**src/rtl/stream_wr_sink.sv**
```systemverilog
// Host-to-DUT stream receiver: assembles per-port write slices into full words
// and buffers them in a first-word-fall-through FIFO. Optional STREAM_WR_SINK_STATS_EN adds pop/high-water stats.
module stream_wr_sink #(
  parameter int NUM_WR_PORT = 4,
  parameter int WPORT_WIDTH = 32,
  parameter int FIFO_DEPTH  = 4
) (
  input  logic                                 clk,
  input  logic                                 rst_l,
  input  logic [NUM_WR_PORT-1:0]               write_inst_active,
  input  logic [NUM_WR_PORT*WPORT_WIDTH-1:0]   write_port_data,
  input  logic                                 flush,
  output logic                                 out_valid,
  output logic [NUM_WR_PORT*WPORT_WIDTH-1:0]   out_data,
  input  logic                                 out_ready,
  output logic [$clog2(FIFO_DEPTH):0]          fifo_level,
  output logic                                 err_dup,
  output logic                                 err_ovf,
  output logic [7:0]                           ovf_count
`ifdef STREAM_WR_SINK_STATS_EN
  ,
  output logic [31:0]                          word_count,
  output logic [$clog2(FIFO_DEPTH):0]          max_level
`endif
);

  localparam int WORD_W = NUM_WR_PORT * WPORT_WIDTH;
  localparam int PTR_W  = $clog2(FIFO_DEPTH);
  localparam int LVL_W  = PTR_W + 1;
  localparam logic [LVL_W-1:0] DEPTH_LVL = LVL_W'(FIFO_DEPTH);

  typedef enum logic [1:0] {
    FIFO_EMPTY,
    FIFO_PARTIAL,
    FIFO_FULL
  } fifo_state_e;

  // Assembly state
  logic [NUM_WR_PORT-1:0] mask_q, mask_d;
  logic [WORD_W-1:0]      asm_q, asm_d;

  // FIFO state
  logic [WORD_W-1:0]      mem_q [FIFO_DEPTH];
  logic [PTR_W-1:0]       wr_ptr_q, wr_ptr_d;
  logic [PTR_W-1:0]       rd_ptr_q, rd_ptr_d;
  logic [LVL_W-1:0]       level_q, level_d;

  // Error reporting
  logic                   err_dup_q, err_dup_d;
  logic                   err_ovf_q, err_ovf_d;
  logic [7:0]             ovf_cnt_q, ovf_cnt_d;

  fifo_state_e            fifo_state;
  logic [NUM_WR_PORT-1:0] strobe;
  logic [NUM_WR_PORT-1:0] mask_next;
  logic [WORD_W-1:0]      merged_word;
  logic                   word_done;
  logic                   dup_hit;
  logic                   pop;
  logic                   push;
  logic                   drop;

  // Strobes arriving together with flush are discarded outright.
  assign strobe    = flush ? '0 : write_inst_active;
  assign mask_next = mask_q | strobe;
  assign word_done = ~flush & (&mask_next);
  assign dup_hit   = |(mask_q & strobe);

  // NOTE: every always_comb output gets a default first so no path can infer a latch.
  always_comb begin
    merged_word = asm_q;
    for (int i = 0; i < NUM_WR_PORT; i++) begin
      if (strobe[i]) begin
        merged_word[i*WPORT_WIDTH +: WPORT_WIDTH] = write_port_data[i*WPORT_WIDTH +: WPORT_WIDTH];
      end
    end
  end

  always_comb begin
    fifo_state = FIFO_PARTIAL;
    if (level_q == '0) begin
      fifo_state = FIFO_EMPTY;
    end else if (level_q == DEPTH_LVL) begin
      fifo_state = FIFO_FULL;
    end
  end

  assign out_valid = (fifo_state != FIFO_EMPTY);
  assign pop       = out_valid & out_ready;
  // A full FIFO still accepts the word when the head leaves in the same cycle.
  assign push      = word_done & ((fifo_state != FIFO_FULL) | pop);
  assign drop      = word_done & ~push;

  always_comb begin
    mask_d    = word_done ? '0 : mask_next;
    asm_d     = merged_word;
    wr_ptr_d  = wr_ptr_q + PTR_W'(push);
    rd_ptr_d  = rd_ptr_q + PTR_W'(pop);
    level_d   = level_q;
    err_dup_d = err_dup_q | dup_hit;
    err_ovf_d = err_ovf_q | drop;
    ovf_cnt_d = ovf_cnt_q;

    unique case ({push, pop})
      2'b10:   level_d = level_q + LVL_W'(1);
      2'b01:   level_d = level_q - LVL_W'(1);
      default: level_d = level_q;
    endcase

    if (drop && (ovf_cnt_q != 8'hFF)) begin
      ovf_cnt_d = ovf_cnt_q + 8'd1;
    end

    // Flush clears assembly and FIFO contents but keeps the sticky error record.
    if (flush) begin
      mask_d   = '0;
      wr_ptr_d = '0;
      rd_ptr_d = '0;
      level_d  = '0;
    end
  end

  // NOTE: sequential state uses non-blocking assignments so all flops update from pre-edge values.
  always_ff @(posedge clk or negedge rst_l) begin
    if (!rst_l) begin
      mask_q    <= '0;
      wr_ptr_q  <= '0;
      rd_ptr_q  <= '0;
      level_q   <= '0;
      err_dup_q <= 1'b0;
      err_ovf_q <= 1'b0;
      ovf_cnt_q <= '0;
    end else begin
      mask_q    <= mask_d;
      wr_ptr_q  <= wr_ptr_d;
      rd_ptr_q  <= rd_ptr_d;
      level_q   <= level_d;
      err_dup_q <= err_dup_d;
      err_ovf_q <= err_ovf_d;
      ovf_cnt_q <= ovf_cnt_d;
    end
  end

  // NOTE: data storage is deliberately not reset; mask and level qualify every slice and entry.
  always_ff @(posedge clk) begin
    asm_q <= asm_d;
    if (push) begin
      mem_q[wr_ptr_q] <= merged_word;
    end
  end

  assign out_data   = mem_q[rd_ptr_q];
  assign fifo_level = level_q;
  assign err_dup    = err_dup_q;
  assign err_ovf    = err_ovf_q;
  assign ovf_count  = ovf_cnt_q;

`ifdef STREAM_WR_SINK_STATS_EN
  logic [31:0]      word_cnt_q, word_cnt_d;
  logic [LVL_W-1:0] max_lvl_q, max_lvl_d;

  // The high-water mark tracks the next level so it never lags fifo_level.
  always_comb begin
    word_cnt_d = word_cnt_q + 32'(pop);
    max_lvl_d  = (level_d > max_lvl_q) ? level_d : max_lvl_q;
  end

  always_ff @(posedge clk or negedge rst_l) begin
    if (!rst_l) begin
      word_cnt_q <= '0;
      max_lvl_q  <= '0;
    end else begin
      word_cnt_q <= word_cnt_d;
      max_lvl_q  <= max_lvl_d;
    end
  end

  assign word_count = word_cnt_q;
  assign max_level  = max_lvl_q;
`endif

endmodule
```
**config.mk**
```make
export PLATFORM = sky130hd
export DESIGN_NAME = stream_wr_sink
export DESIGN_NICKNAME = d
export VERILOG_FILES = /design/src/rtl/stream_wr_sink.sv
export SDC_FILE = /design/constraint.sdc
export NUM_CORES = 1
export LEC_CHECK = 0
export BUFFER_PORTS_ARGS = -buffer_cell sky130_fd_sc_hd__buf_2
export CORE_MARGIN = 4
export CORE_UTILIZATION = 52
export DETAILED_ROUTE_END_ITERATION = 7
export PLACE_DENSITY = 0.71
export SETUP_SLACK_MARGIN = 0.5
export SLEW_MARGIN = 20
export SYNTH_ARGS = -nofsm -noshare
export SYNTH_HDL_FRONTEND = slang
export SYNTH_SLANG_ARGS = --single-unit
```
**constraint.sdc**
```tcl
create_clock -name clk -period 14.92 [get_ports clk]
set_clock_uncertainty 0.2 [all_clocks]
set_input_delay 1.492 -clock clk [delete_from_list [all_inputs] [get_ports clk]]
set_output_delay 1.492 -clock clk [all_outputs]
set_load 0.1 [all_outputs]
```
==> results.md, run 1 <==
- The area growth from synthesis to layout is 18.02%.
- VDD sags by at most 0.0001472 V.
- The share of total power dissipated in combinational logic is 0.285.
- The register bit total from synthesis is between 600 and 700.
- The worst register-to-register path has a setup slack of about 11 ns.
- Dividing total power by cell area gives a power density of 188.8 mW/mm2.
- The average wire per cell in the routed design is about 23 um.
- The flow ran to the end, and the final reports show no timing, DRC or antenna violations.
- For this run, the register share of the synthesized area comes to 0.7836.
- The initial utilization of the core area, before any placement, comes to 0.5293.
- The post-synth design cell area is 0.02356 mm2.
- The number of CTS-inserted buffers is between 60 and 70.
- The tree built by TritonCTS fans out to ~660 sinks.
- For the pin with the worst max-slew slack, the measured transition is 1.051 ns.
- The detailed-route via count is 11060.
- The core footprint is between 0.04 and 0.05 mm2.
- STA classifies the critical path endpoint as an output port.
- The worst pin sits at a relative slew slack of 0.2995.
- The number of I/O pins is between 200 and 300.
- Setup repair after global routing left no endpoint under its margin.
- In this run the worst path has a maximum fanout of between 40 and 50.
- During synthesis, Yosys emitted a total of 0 warnings.
- The number of endpoints with negative hold slack in the final report was 0.
- The mean cell area of the mapped netlist is roughly 23 um2.
- Synthesis instantiated 43 different standard cells from the library.
- The class of the tightest hold or removal check is reg -> reg.
- Of the total power, the share spent switching nets is 0.3517.
- The congestion estimate from routability-driven global placement came to approximately 0.76.
- Of the post-synthesis cell area, the dominant cell type holds 0.6526.
- The share of the clock period used by the worst path is 0.4043.
- The capture point of the worst reg-to-reg path is mem_q[3][78]$_DFFE_PP_.
- The first detailed-routing pass took 5 iterations.
- The startpoint of the most critical register-to-register path is fifo_level[0]$_DFFE_PN0P_.
- The tool flagged a number of max-cap violations equal to 0.
- The final worst setup slack is 8.888 ns.
- The vertical extent of the die is between 200 and 250 um.
- Of all cell types, the one taking the most synthesized area is sky130_fd_sc_hd__edfxtp_1.
- Buffers added to address setup during post-CTS repair amount to 0.
- The post-synthesis async set-or-reset flop share is 0.03177.
- For this run, the leading register cell type out of synthesis is sky130_fd_sc_hd__edfxtp_1.
- The number of antenna violations at the first check in global routing came to 4.
- Cell internal power was estimated by the tool at roughly 3.4 mW.
- The clock latency reported for the late side of the worst-skew pair is between 0.5 and 0.6 ns.
- By area the synthesized netlist is led by sky130_fd_sc_hd__edfxtp_1, sky130_fd_sc_hd__mux4_2, sky130_fd_sc_hd__dfxtp_1, sky130_fd_sc_hd__mux2_2, sky130_fd_sc_hd__dfrtp_1.
- The required time at the endpoint of the critical path is around 13 ns.
- The number of gates resized after CTS is 0.
- TritonCTS built the clock tree.
- The number of cells on the worst reg-to-reg path is 5.
- The die is 220.9 um wide.
- The ratio of cells with drive above 1 in the final layout is 0.4667.
- The DRC violation total after the first TritonRoute iteration is just under 900.
- The library cells used most frequently in the layout, excluding fill and tap cells, are sky130_fd_sc_hd__edfxtp_1, sky130_fd_sc_hd__buf_2, sky130_fd_sc_hd__mux2_2.
- The tree is rooted in a sky130_fd_sc_hd__clkbuf_16.
- In this run the remaining antenna-violating nets after routing total 0.
- The aggregate routed wire length is 45760 um.
- The source of the worst hold timing path is err_ovf$_DFF_PN0_.
- The HPWL after detailed placement is roughly 27000 um.
- Counting along the longest clock path gives a buffer depth of 3.
- In this run the static leakage power is ~9.6 nW.
- The worst-case hold path end point is err_ovf$_DFF_PN0_.
- Counting I/O delays and the setup requirement, the final critical path takes 6.032 ns.
- Counting every instance in the synthesized netlist gives between 1000 and 1500.
- The via count of the first global-routing pass is 11660.
- The clock-pin slew reported for the worst setup and hold paths after clock tree synthesis is around 0.050 ns.
- In the routed layout, each cell is associated on average with a via count of between 5 and 6.
- The count of input and output buffers is approximately 280.
- The sort of element at the start of the critical path is a register.
- The type of the setup path with the least slack is reg -> out.
- Summed over all failing endpoints, the final setup total negative slack is 0 ns.
- The number of pins with negative max-slew slack in the final report is 0.
- Counting instances, the worst hold path has a depth of 1.
- The die covers 0.04878 mm2.
- Global routing finished with a remaining overflow of 0.
- The worst slack at placement is between 9 and 10 ns.
- For this run, design rule violations remaining after detail routing come to 0.
- Setup violations remaining at the end of the flow were counted as 0.
- The switching power is approximately 1.8 mW.
- The overall track demand over capacity in global routing is 0.1875.
- The standard-cell row count is 77.
- The count of H-tree levels built during CTS is 3.
- The fraction of power consumed by sequential logic is 0.413.
- After clock tree synthesis, the flow added hold-fix buffers numbering 0.
- Data on the critical path arrives at its endpoint at between 4 and 5 ns.
- The number of nets produced by synthesis is 1184.
- The library cell used most frequently in the layout, excluding fill and tap cells, is sky130_fd_sc_hd__edfxtp_1.
- The number of synthesized flops with an enable pin is about 510.
- The largest net degree at the start of global routing is slightly below 70.
- The beginning of the critical path is rd_ptr_q[0]$_DFF_PN0_.
- The share of total power dissipated in the clock network is 0.301.
- The fmax is approximately 0.17 GHz.
- The first global-routing pass estimated between 70000 and 80000 um of wire.
- The net count of the finished layout is 1500.
==> layout make-up <==
cell class | instances | area, um2
repair buffers | 294 | 1534
multi-input cells | 335 | 4962
inverters | 2 | 7.507
clock buffers | 101 | 1927
flip-flops and latches | 661 | 18470
diodes | 1 | 2.502
well taps | 592 | 740.7
fillers | 3088 | 16700
clock inverters | 17 | 161.4
==> per-layer routing <==
layer  wire (um)  track usage  part of all wire  vias to the layer above
met5          43            0           0.00094                        -
met4         902      0.05255             0.020                        6
met3        2718      0.04598             0.059                       74
met2       22400       0.2960              0.49                      354
met1       19700       0.2666              0.43                     5754
li1            -            -                 -                     4871
==> worst max-delay path: stages (launching register included) <==
cell and delay, ns:
sky130_fd_sc_hd__dfrtp_4 0.95, sky130_fd_sc_hd__buf_4 0.79, sky130_fd_sc_hd__buf_4 0.86, sky130_fd_sc_hd__mux4_2 0.65, sky130_fd_sc_hd__buf_2 0.32
==> Yosys cell counts, drive strengths merged (2+ instances only) <==
cell type    n
or3          2
nand2        4
and3         5
mux2       131
nand4        2
nor2        12
clkbuf      22
nor3         2
inv          2
mux4       128
ha           3
mux2i        2
buf         24
dfxtp      128
nor2b        9
edfxtp     512
dfrtp       21
nand3        6
nor4         3
xnor2        9
o21a         2
==> through the flow <==
step,area [um2],instances,hold WS (ns),power (mW),utilization
finish,27810,2003,0.2766,5.250,0.6247
global route,27810,2003,0.2828,5.448,0.6247
CTS,27780,2001,0.2707,5.310,0.6240
detailed placement,25690,1883,0.2484,3.724,0.5771
global placement,25690,1883,0.2485,3.708,0.5771
floorplan,23570,1044,0.2499,3.481,-
==> registers in the layout (all words and copies together), names as in the netlist <==
signal      count
err_dup         1
mem_q         512
fifo_level      3
err_ovf         1
ovf_count       8
mask_q          4
asm_q         128
wr_ptr_q        2
rd_ptr_q        2
==> power groups by stage <==
| stage | clock (mW) | sequential, mW | combinational, mW |
|---|---|---|---|
| after floorplan | 0 | 2.21 | 1.27 |
| after global placement | 0 | 2.21 | 1.50 |
| after detailed placement | 0 | 2.21 | 1.51 |
| after CTS | 1.62 | 2.18 | 1.51 |
| after global routing | 1.71 | 2.18 | 1.56 |
| final | 1.58 | 2.17 | 1.50 |
==> cells by family (layout without fill, tap and decap cells) <==
| logic type | count (synthesis) | count (layout) | synth area share |
|---|---|---|---|
| simple gates | 51 | 51 | 0.01317 |
| flops | 661 | 661 | 0.7836 |
| buf+inv | 48 | 414 | 0.008338 |
| mux | 261 | 261 | 0.1860 |
| compound gates | 10 | 10 | 0.003081 |
| other cells | 0 | 1 | 0 |
| fa+ha+maj | 4 | 4 | 0.002443 |
| xor+xnor | 9 | 9 | 0.003346 |
==> worst max-delay path by stage <==
| stage | to |
|---|---|
| after floorplan | mem_q[0][0]$_DFFE_PP_ |
| after CTS | out_data[54] |
| final | out_data[54] |
| after detailed placement | out_data[54] |
| after global routing | out_data[50] |
| after global placement | out_data[54] |
(Power assumes the default switching activity.)
==> run 2: changes to the inputs <==
==> constraint.sdc (replaced) <==
create_clock -name clk -period 4.83 [get_ports clk]
set_clock_uncertainty 0.2 [all_clocks]
set_input_delay 0.483 -clock clk [delete_from_list [all_inputs] [get_ports clk]]
set_output_delay 0.483 -clock clk [all_outputs]
set_load 0.1 [all_outputs]
==> run 2 against run 1 <==
Effect of this change: final cell count rose by 6.7%; clock power increased to 3.3 times the previous value; clock-buffer cell count shrank 24; critical path depth down 1; critical path type unchanged; design area up 5.7%; worst hold slack worse by 0.22 ns; die area did not move; sequential power rose to 3.1 times the previous value; first-iteration DRC count down 0.46%; setup slack got worse by 7.6 ns.
==> results.md, run 2 (synthesis results as in run 1) <==
- The area enclosed by the die boundary came to 0.04878 mm2 (unchanged).
- The final worst setup slack is 1.313 ns (was 8.888 ns).
- The number of gates resized after CTS came to 0 (unchanged).
- The register with the highest flop count is mem_q (unchanged).
- The most common cell after layout, fill and taps aside is sky130_fd_sc_hd__edfxtp_1 (unchanged).
- The number of DRC violations after detailed routing is 0 (unchanged).
- The non-filler instance count after layout is 2137 (was 2003).
- The average wire per cell in the routed design is 21.58 um (was 22.85 um).
- Derived from the worst setup path, the maximum achievable clock frequency is around 0.28 GHz.
- The number of optimization iterations in the first detailed-route pass is 4 (was 5).
- The CTS sink count is 661 (unchanged).
- The placed standard-cell area is 0.02586 mm2 (was 0.02569 mm2).
- The flip-flop count of the largest register after layout is 512 (unchanged).
- The vertical extent of the die is 220.9 um (unchanged).
- The total power is 16.68 mW (was 5.250 mW).
- The via count of the first global-routing pass was 12250 (was 11660).
- The count of H-tree levels built during CTS is 2 (was 3).
- The clock-pin slew reported for the worst setup and hold paths after clock tree synthesis came to 0.06 ns (was 0.05 ns).
- The final instance area was 0.02939 mm2 (was 0.02781 mm2).
- The standard-cell row count is 77 (unchanged).
- The post-route antenna net violation count is 0 (unchanged).
- The aggregate routed wire length is 46120 um (was 45760 um).
- The TritonCTS clock tree is built (unchanged).
- The number of buffers inserted to repair setup after CTS is 0 (unchanged).
- The ratio of routed vias to standard cells was 5.362 (was 5.521).
- The final period demand of the worst path is 3.517 ns.
- The width of the die is 220.9 um (unchanged).
- The maximum net fanout on the critical path came to 38 (was 47).
- The actual transition at the worst max-transition pin is 0.9515 ns (was 1.051 ns).
- The last weighted congestion value of the routability-driven placer is 0.7388 (was 0.7614).
- The number of CTS-inserted buffers is 61 (was 66).
- The starting density of the core came to 0.5293 (unchanged).
- The number of endpoints with negative hold slack in the final report was 0 (unchanged).
- Unrepaired setup endpoints after global routing: no (unchanged).
- The global-route wire length before repair is 72370 um (was 70610 um).
- The remaining global-route overflow was 0 (unchanged).
- The share of the clock period used by the worst path is 0.7282.
- The required time at the endpoint of the critical path is 4.15 ns (was 13.23 ns).
- The DRC violation total after the first TritonRoute iteration is 867 (was 871).
- The layout net count is 1629 (was 1500).
- Result of the run: complete, no violations (unchanged).
- The sort of element at the start of the critical path was a register (unchanged).
- The root cell of the clock tree was sky130_fd_sc_hd__clkbuf_16 (unchanged).
- The filler cell count in the final layout is 2890 (was 3088).
- The number of I/O pins is 278 (unchanged).
- Commonest cells after routing, fill and taps aside: sky130_fd_sc_hd__edfxtp_1, sky130_fd_sc_hd__buf_2, sky130_fd_sc_hd__mux2_2 (unchanged).
- The number of antenna violations at the first check in global routing is 3 (was 4).
- The class of the tightest hold or removal check was in -> reg (was reg -> reg).
- The overall track demand over capacity in global routing was 0.1903 (was 0.1875).
- The normalized max-slew margin was 0.3657 (was 0.2995).
- The clock latency reported for the late side of the worst-skew pair is 0.60 ns (was 0.56 ns).
- The number of cells in the design after placement is 1889 (was 1883).
- The worst slack at placement is 1.657 ns (was 9.321 ns).
- The number of maximum-capacitance violations is 0 (unchanged).
- The type of the setup path with the least slack is reg -> out (unchanged).
- The detailed-placement wirelength estimate is 27000 um (was 27160 um).
- The number of pins with negative max-slew slack in the final report came to 0 (unchanged).
- The kind of capture point of the worst setup path is an output port (unchanged).
- The worst-case clock buffer depth came to 3 (unchanged).
- The worst ir drop on vdd is 0.0004525 V (was 0.0001472 V).
- The area growth from synthesis to layout is 24.75% (was 18.02%).
- The setup slack on the worst flop-to-flop path is 2.09 ns (was 11.16 ns).
- The count of endpoints failing setup in the final report is 0 (unchanged).
- The leakage power of the design is 10.26 nW (was 9.602 nW).
- The detailed-route via count is 11460 (was 11060).
- The largest net degree at the start of global routing came to 129 (was 68).
- The data arrival time at the worst-slack endpoint is 2.83 ns (was 4.34 ns).
- The count of input and output buffers came to 277 (unchanged).
- The core footprint is 0.04451 mm2 (unchanged).
- The power density over the cells is 567.4 mW/mm2 (was 188.8 mW/mm2).
- The accumulated negative setup slack came to 0 ns (unchanged).
- The ratio of cells with drive above 1 in the final layout is 0.4423 (was 0.4667).
## run 2: layer usage
metal	track usage	up-vias	share of wire
li1	-	5161	-
met5	0	-	0
met1	0.2659	5926	0.43
met4	0.05597	0	0.024
met3	0.03499	69	0.051
met2	0.3127	302	0.50
## run 2: per-stage QoR
step	utilization	hold WS, ns
6_report	0.6603	0.05872
5_1_grt	0.6603	0.05027
4_1_cts	0.6601	0.01580
3_5_place_dp	0.5811	0.2915
3_3_place_gp	0.5806	0.2807
2_1_floorplan	-	-0.01259
## run 2: final timing paths
check | start | to | cells after the start
setup / recovery | rd_ptr_q[0]$_DFF_PN0_ | out_data[45] | 3
hold / removal | write_inst_active[0] | mask_q[0]$_DFF_PN0_ | 3
setup reg to reg | fifo_level[2]$_DFFE_PN0P_ | mem_q[1][80]$_DFFE_PP_ | 5
hold reg to reg | err_ovf$_DFF_PN0_ | err_ovf$_DFF_PN0_ | 1
max in group asynchronous | rst_l | rd_ptr_q[0]$_DFF_PN0_ | 2
min in group asynchronous | rst_l | wr_ptr_q[1]$_DFF_PN0_ | 2
## run 2: timing repair
action | in CTS | in global routing
setup endpoints to repair | 0 | 0
hold endpoints to repair | 163 | 0
hold buffers | 129 | 0
## run 2: critical path, cell delays in order (launching register included)
cell and delay [ns]:
sky130_fd_sc_hd__dfrtp_4 0.96, sky130_fd_sc_hd__buf_4 0.40, sky130_fd_sc_hd__mux4_2 0.55, sky130_fd_sc_hd__buf_2 0.31
## run 2: cell type report
cell class / instances / area, um2 / area share
multi-input cells: 335 / 4980 / 0.1694
clock inverters: 39 / 528.0 / 0.01797
repair buffers: 428 / 2955 / 0.1006
flip-flops and latches: 661 / 18470 / 0.6285
inverters: 2 / 7.507 / 0.0002554
clock buffers: 77 / 1699 / 0.05781
diodes: 3 / 7.507 / 0.0002554
well taps: 592 / 740.7 / 0.02520
## run 2: power breakdown
part	total, mW	leakage, nW	internal (mW)	switching, mW
registers	6.70	5.97	6.51	0.185
logic	4.79	3.20	1.21	3.58
clock network	5.18	1.10	3.18	2.00
==> run 3: changes to the inputs <==
--- a/config.mk
+++ b/config.mk
@@ -7,9 +7,9 @@
 export LEC_CHECK = 0
 export BUFFER_PORTS_ARGS = -buffer_cell sky130_fd_sc_hd__buf_2
 export CORE_MARGIN = 4
-export CORE_UTILIZATION = 52
+export CORE_UTILIZATION = 58
 export DETAILED_ROUTE_END_ITERATION = 7
-export PLACE_DENSITY = 0.71
+export PLACE_DENSITY = 0.75
 export SETUP_SLACK_MARGIN = 0.5
 export SLEW_MARGIN = 20
 export SYNTH_ARGS = -nofsm -noshare
==> constraint.sdc (replaced) <==
create_clock -name clk -period 3.65 [get_ports clk]
set_clock_uncertainty 0.2 [all_clocks]
set_input_delay 0.365 -clock clk [delete_from_list [all_inputs] [get_ports clk]]
set_output_delay 0.365 -clock clk [all_outputs]
set_load 0.1 [all_outputs]
==> run 3 against run 2 <==
Effect of this change: first-iteration DRC count down 19%; sequential share of layout area is 0.57 points higher; global-route usage up 1.8 points; register-to-register slack lost 1.1 ns; clock power grew 17%; setup slack worse by 0.79 ns; flip-flop and latch count did not move; final cell count fell by 3.1%; clock-buffer cell count rose by 19; sequential power is 31% higher; critical path depth unchanged; wire length down 1.5%; largest cell class unchanged; highest routed layer is now met5.
==> results.md, run 3 (synthesis results as in run 1) <==
- The detailed-route via count came to 11480 (was 11460).
- The smallest hold slack is 0.06336 ns (was 0.05872 ns).
- The post-route antenna net violation count came to 0 (unchanged).
- The root cell of the clock tree is sky130_fd_sc_hd__clkbuf_16 (unchanged).
- The number of maximum-capacitance violations is 0 (unchanged).
- The fmax is roughly 0.32 GHz.
- The final instance area is 0.02914 mm2 (was 0.02939 mm2).
- The aggregate routed wire length was 45420 um (was 46120 um).
- The final worst setup slack was 0.5245 ns (was 1.313 ns).
- The number of I/O pins was 278 (unchanged).
- The count of input and output buffers was 277 (unchanged).
- The number of pins with negative max-slew slack in the final report is 0 (unchanged).
- Result of the run: complete, no violations (unchanged).
- The number of antenna violations at the first check in global routing came to 2 (was 3).
- The number of buffers inserted to repair setup after CTS was 0 (unchanged).
- The startpoint of the most critical register-to-register path was fifo_level[2]$_DFFE_PN0P_ (unchanged).
- The type of the setup path with the least slack is reg -> out (unchanged).
- The power density over the cells is 729.0 mW/mm2 (was 567.4 mW/mm2).
- The average wire per cell in the routed design is 21.93 um (was 21.58 um).
- The area enclosed by the die boundary is 0.04391 mm2 (was 0.04878 mm2).
- The register with the highest flop count is mem_q (unchanged).
- The CTS sink count is 661 (unchanged).
- The starting density of the core was 0.5903 (was 0.5293).
- The largest net degree at the start of global routing is 106 (was 129).
- The number of optimization iterations in the first detailed-route pass was 5 (was 4).
- The flip-flop count of the largest register after layout was 512 (unchanged).
- The kind of capture point of the worst setup path is an output port (unchanged).
- The TritonCTS clock tree is built (unchanged).
- The last weighted congestion value of the routability-driven placer is 0.7506 (was 0.7388).
- The ratio of routed vias to standard cells is 5.542 (was 5.362).
- The filler cell count in the final layout is 2263 (was 2890).
- Unrepaired setup endpoints after global routing: yes (was no).
- The overall track demand over capacity in global routing is 0.2082 (was 0.1903).
- The placed standard-cell area is 0.02586 mm2 (about the same).
- The total power was 21.24 mW (was 16.68 mW).
- Commonest cells after routing, fill and taps aside: sky130_fd_sc_hd__edfxtp_1, sky130_fd_sc_hd__buf_2, sky130_fd_sc_hd__dlygate4sd3_1 (was sky130_fd_sc_hd__edfxtp_1, sky130_fd_sc_hd__buf_2, sky130_fd_sc_hd__mux2_2).
- The sort of element at the start of the critical path is a register (unchanged).
- The width of the die was 209.5 um (was 220.9 um).
- The ratio of cells with drive above 1 in the final layout is 0.4343 (was 0.4423).
- The capture point of the worst reg-to-reg path is mem_q[1][13]$_DFFE_PP_ (was mem_q[1][80]$_DFFE_PP_).
- The worst slack at placement came to 0.8068 ns (was 1.657 ns).
- The via count of the first global-routing pass came to 12080 (was 12250).
- The data arrival time at the worst-slack endpoint is 2.56 ns (was 2.83 ns).
- The required time at the endpoint of the critical path came to 3.08 ns (was 4.15 ns).
- The setup slack on the worst flop-to-flop path came to 0.96 ns (was 2.09 ns).
- The actual transition at the worst max-transition pin is 0.6973 ns (was 0.9515 ns).
- The area growth from synthesis to layout was 23.69% (was 24.75%).
- The detailed-placement wirelength estimate is 26250 um (was 27000 um).
- The number of endpoints with negative hold slack in the final report is 0 (unchanged).
- The worst-case clock buffer depth is 3 (unchanged).
- The count of endpoints failing setup in the final report is 0 (unchanged).
- The vertical extent of the die is 209.5 um (was 220.9 um).
- The count of H-tree levels built during CTS is 2 (unchanged).
- The number of CTS-inserted buffers is 61 (unchanged).
- The maximum net fanout on the critical path is 50 (was 38).
- The standard-cell row count is 73 (was 77).
- The worst ir drop on vdd is 0.0009052 V (was 0.0004525 V).
- The clock latency reported for the late side of the worst-skew pair is 0.61 ns (was 0.60 ns).
- The final period demand of the worst path is between 3 and 4 ns.
- The leakage power of the design is 10.16 nW (was 10.26 nW).
- The number of DRC violations after detailed routing is 0 (unchanged).
- The layout net count is 1635 (was 1629).
- The number of cells on the worst reg-to-reg path is 6 (was 5).
- The most common cell after layout, fill and taps aside is sky130_fd_sc_hd__edfxtp_1 (unchanged).
- The class of the tightest hold or removal check is in -> async (was in -> reg).
- The DRC violation total after the first TritonRoute iteration is 705 (was 867).
- The core footprint is 0.03991 mm2 (was 0.04451 mm2).
- The remaining global-route overflow is 0 (unchanged).
- The normalized max-slew margin is 0.5351 (was 0.3657).
- The clock-pin slew reported for the worst setup and hold paths after clock tree synthesis is 0.06 ns (about the same).
- The global-route wire length before repair is 70640 um (was 72370 um).
- Dividing the final minimum period by the clock period gives 0.8563.
==> run 3: cell count changes in the layout (fill, tap and decap cells not counted), moves of 5 or more <==
cell,before,now
sky130_fd_sc_hd__clkbuf_1,7,21
sky130_fd_sc_hd__clkinv_2,15,10
sky130_fd_sc_hd__bufinv_16,13,1
sky130_fd_sc_hd__dlygate4sd3_1,129,134
sky130_fd_sc_hd__clkbuf_8,7,13
==> run 3: metal layers <==
metal | GRT usage | vias to the layer above | part of all wire
li1 | - | 5158 | -
met1 | 0.2982 | 5919 | 0.42
met2 | 0.3318 | 334 | 0.49
met3 | 0.05142 | 64 | 0.068
met4 | 0.04973 | 2 | 0.019
met5 | 0 | - | 0.00029
==> run 3: layout make-up <==
class                           instances  area [um2]  area share
Antenna cell                            1       2.502  0.00008587
Clock buffer                           96        1809     0.06209
Multi-Input combinational cell        335        4995      0.1714
Sequential cell                       661       18480      0.6342
Tap cell                              525       656.9     0.02254
Clock inverter                         17       117.6    0.004036
Inverter                                2       7.507   0.0002576
Timing Repair Buffer                  434        3070      0.1054
==> run 3: how the worst max path moves through the flow <==
stage / cells after the start / startpoint / end
3_5_place_dp: 7 / flush / mem_q[1][83]$_DFFE_PP_
5_1_grt: 3 / rd_ptr_q[0]$_DFF_PN0_ / out_data[33]
2_1_floorplan: 4 / flush / mem_q[0][0]$_DFFE_PP_
6_report: 3 / rd_ptr_q[0]$_DFF_PN0_ / out_data[33]
3_3_place_gp: 7 / flush / mem_q[1][81]$_DFFE_PP_
4_1_cts: 3 / rd_ptr_q[0]$_DFF_PN0_ / out_data[33]
==> run 3: repair_timing <==
action                                  4_1_cts  5_1_grt
endpoints found under the setup margin       39      112
hold buffers                                134        0
hold endpoints to repair                    667        0
gates resized for setup                       1        0
==> run 3: through the flow <==
stage,std cells,setup TNS (ns),util
after floorplan,1044,-305.36,-
after global placement,1823,0,0.6479
after detailed placement,1823,0,0.6479
after CTS,2070,0,0.7300
after global routing,2071,0,0.7301
final,2071,0,0.7301
==> run 3: worst max-delay path: stages (launching register included) <==
cell                      delay [ns]
sky130_fd_sc_hd__dfrtp_4        0.59
sky130_fd_sc_hd__buf_16         0.35
sky130_fd_sc_hd__mux4_2         0.62
sky130_fd_sc_hd__buf_2          0.32
==> run 3: power by group <==
part	internal, mW	leakage, nW	total (mW)	switching [mW]
Sequential	8.63	5.97	8.79	0.159
Combinational	1.60	3.24	6.42	4.82
Clock	3.46	0.954	6.04	2.58
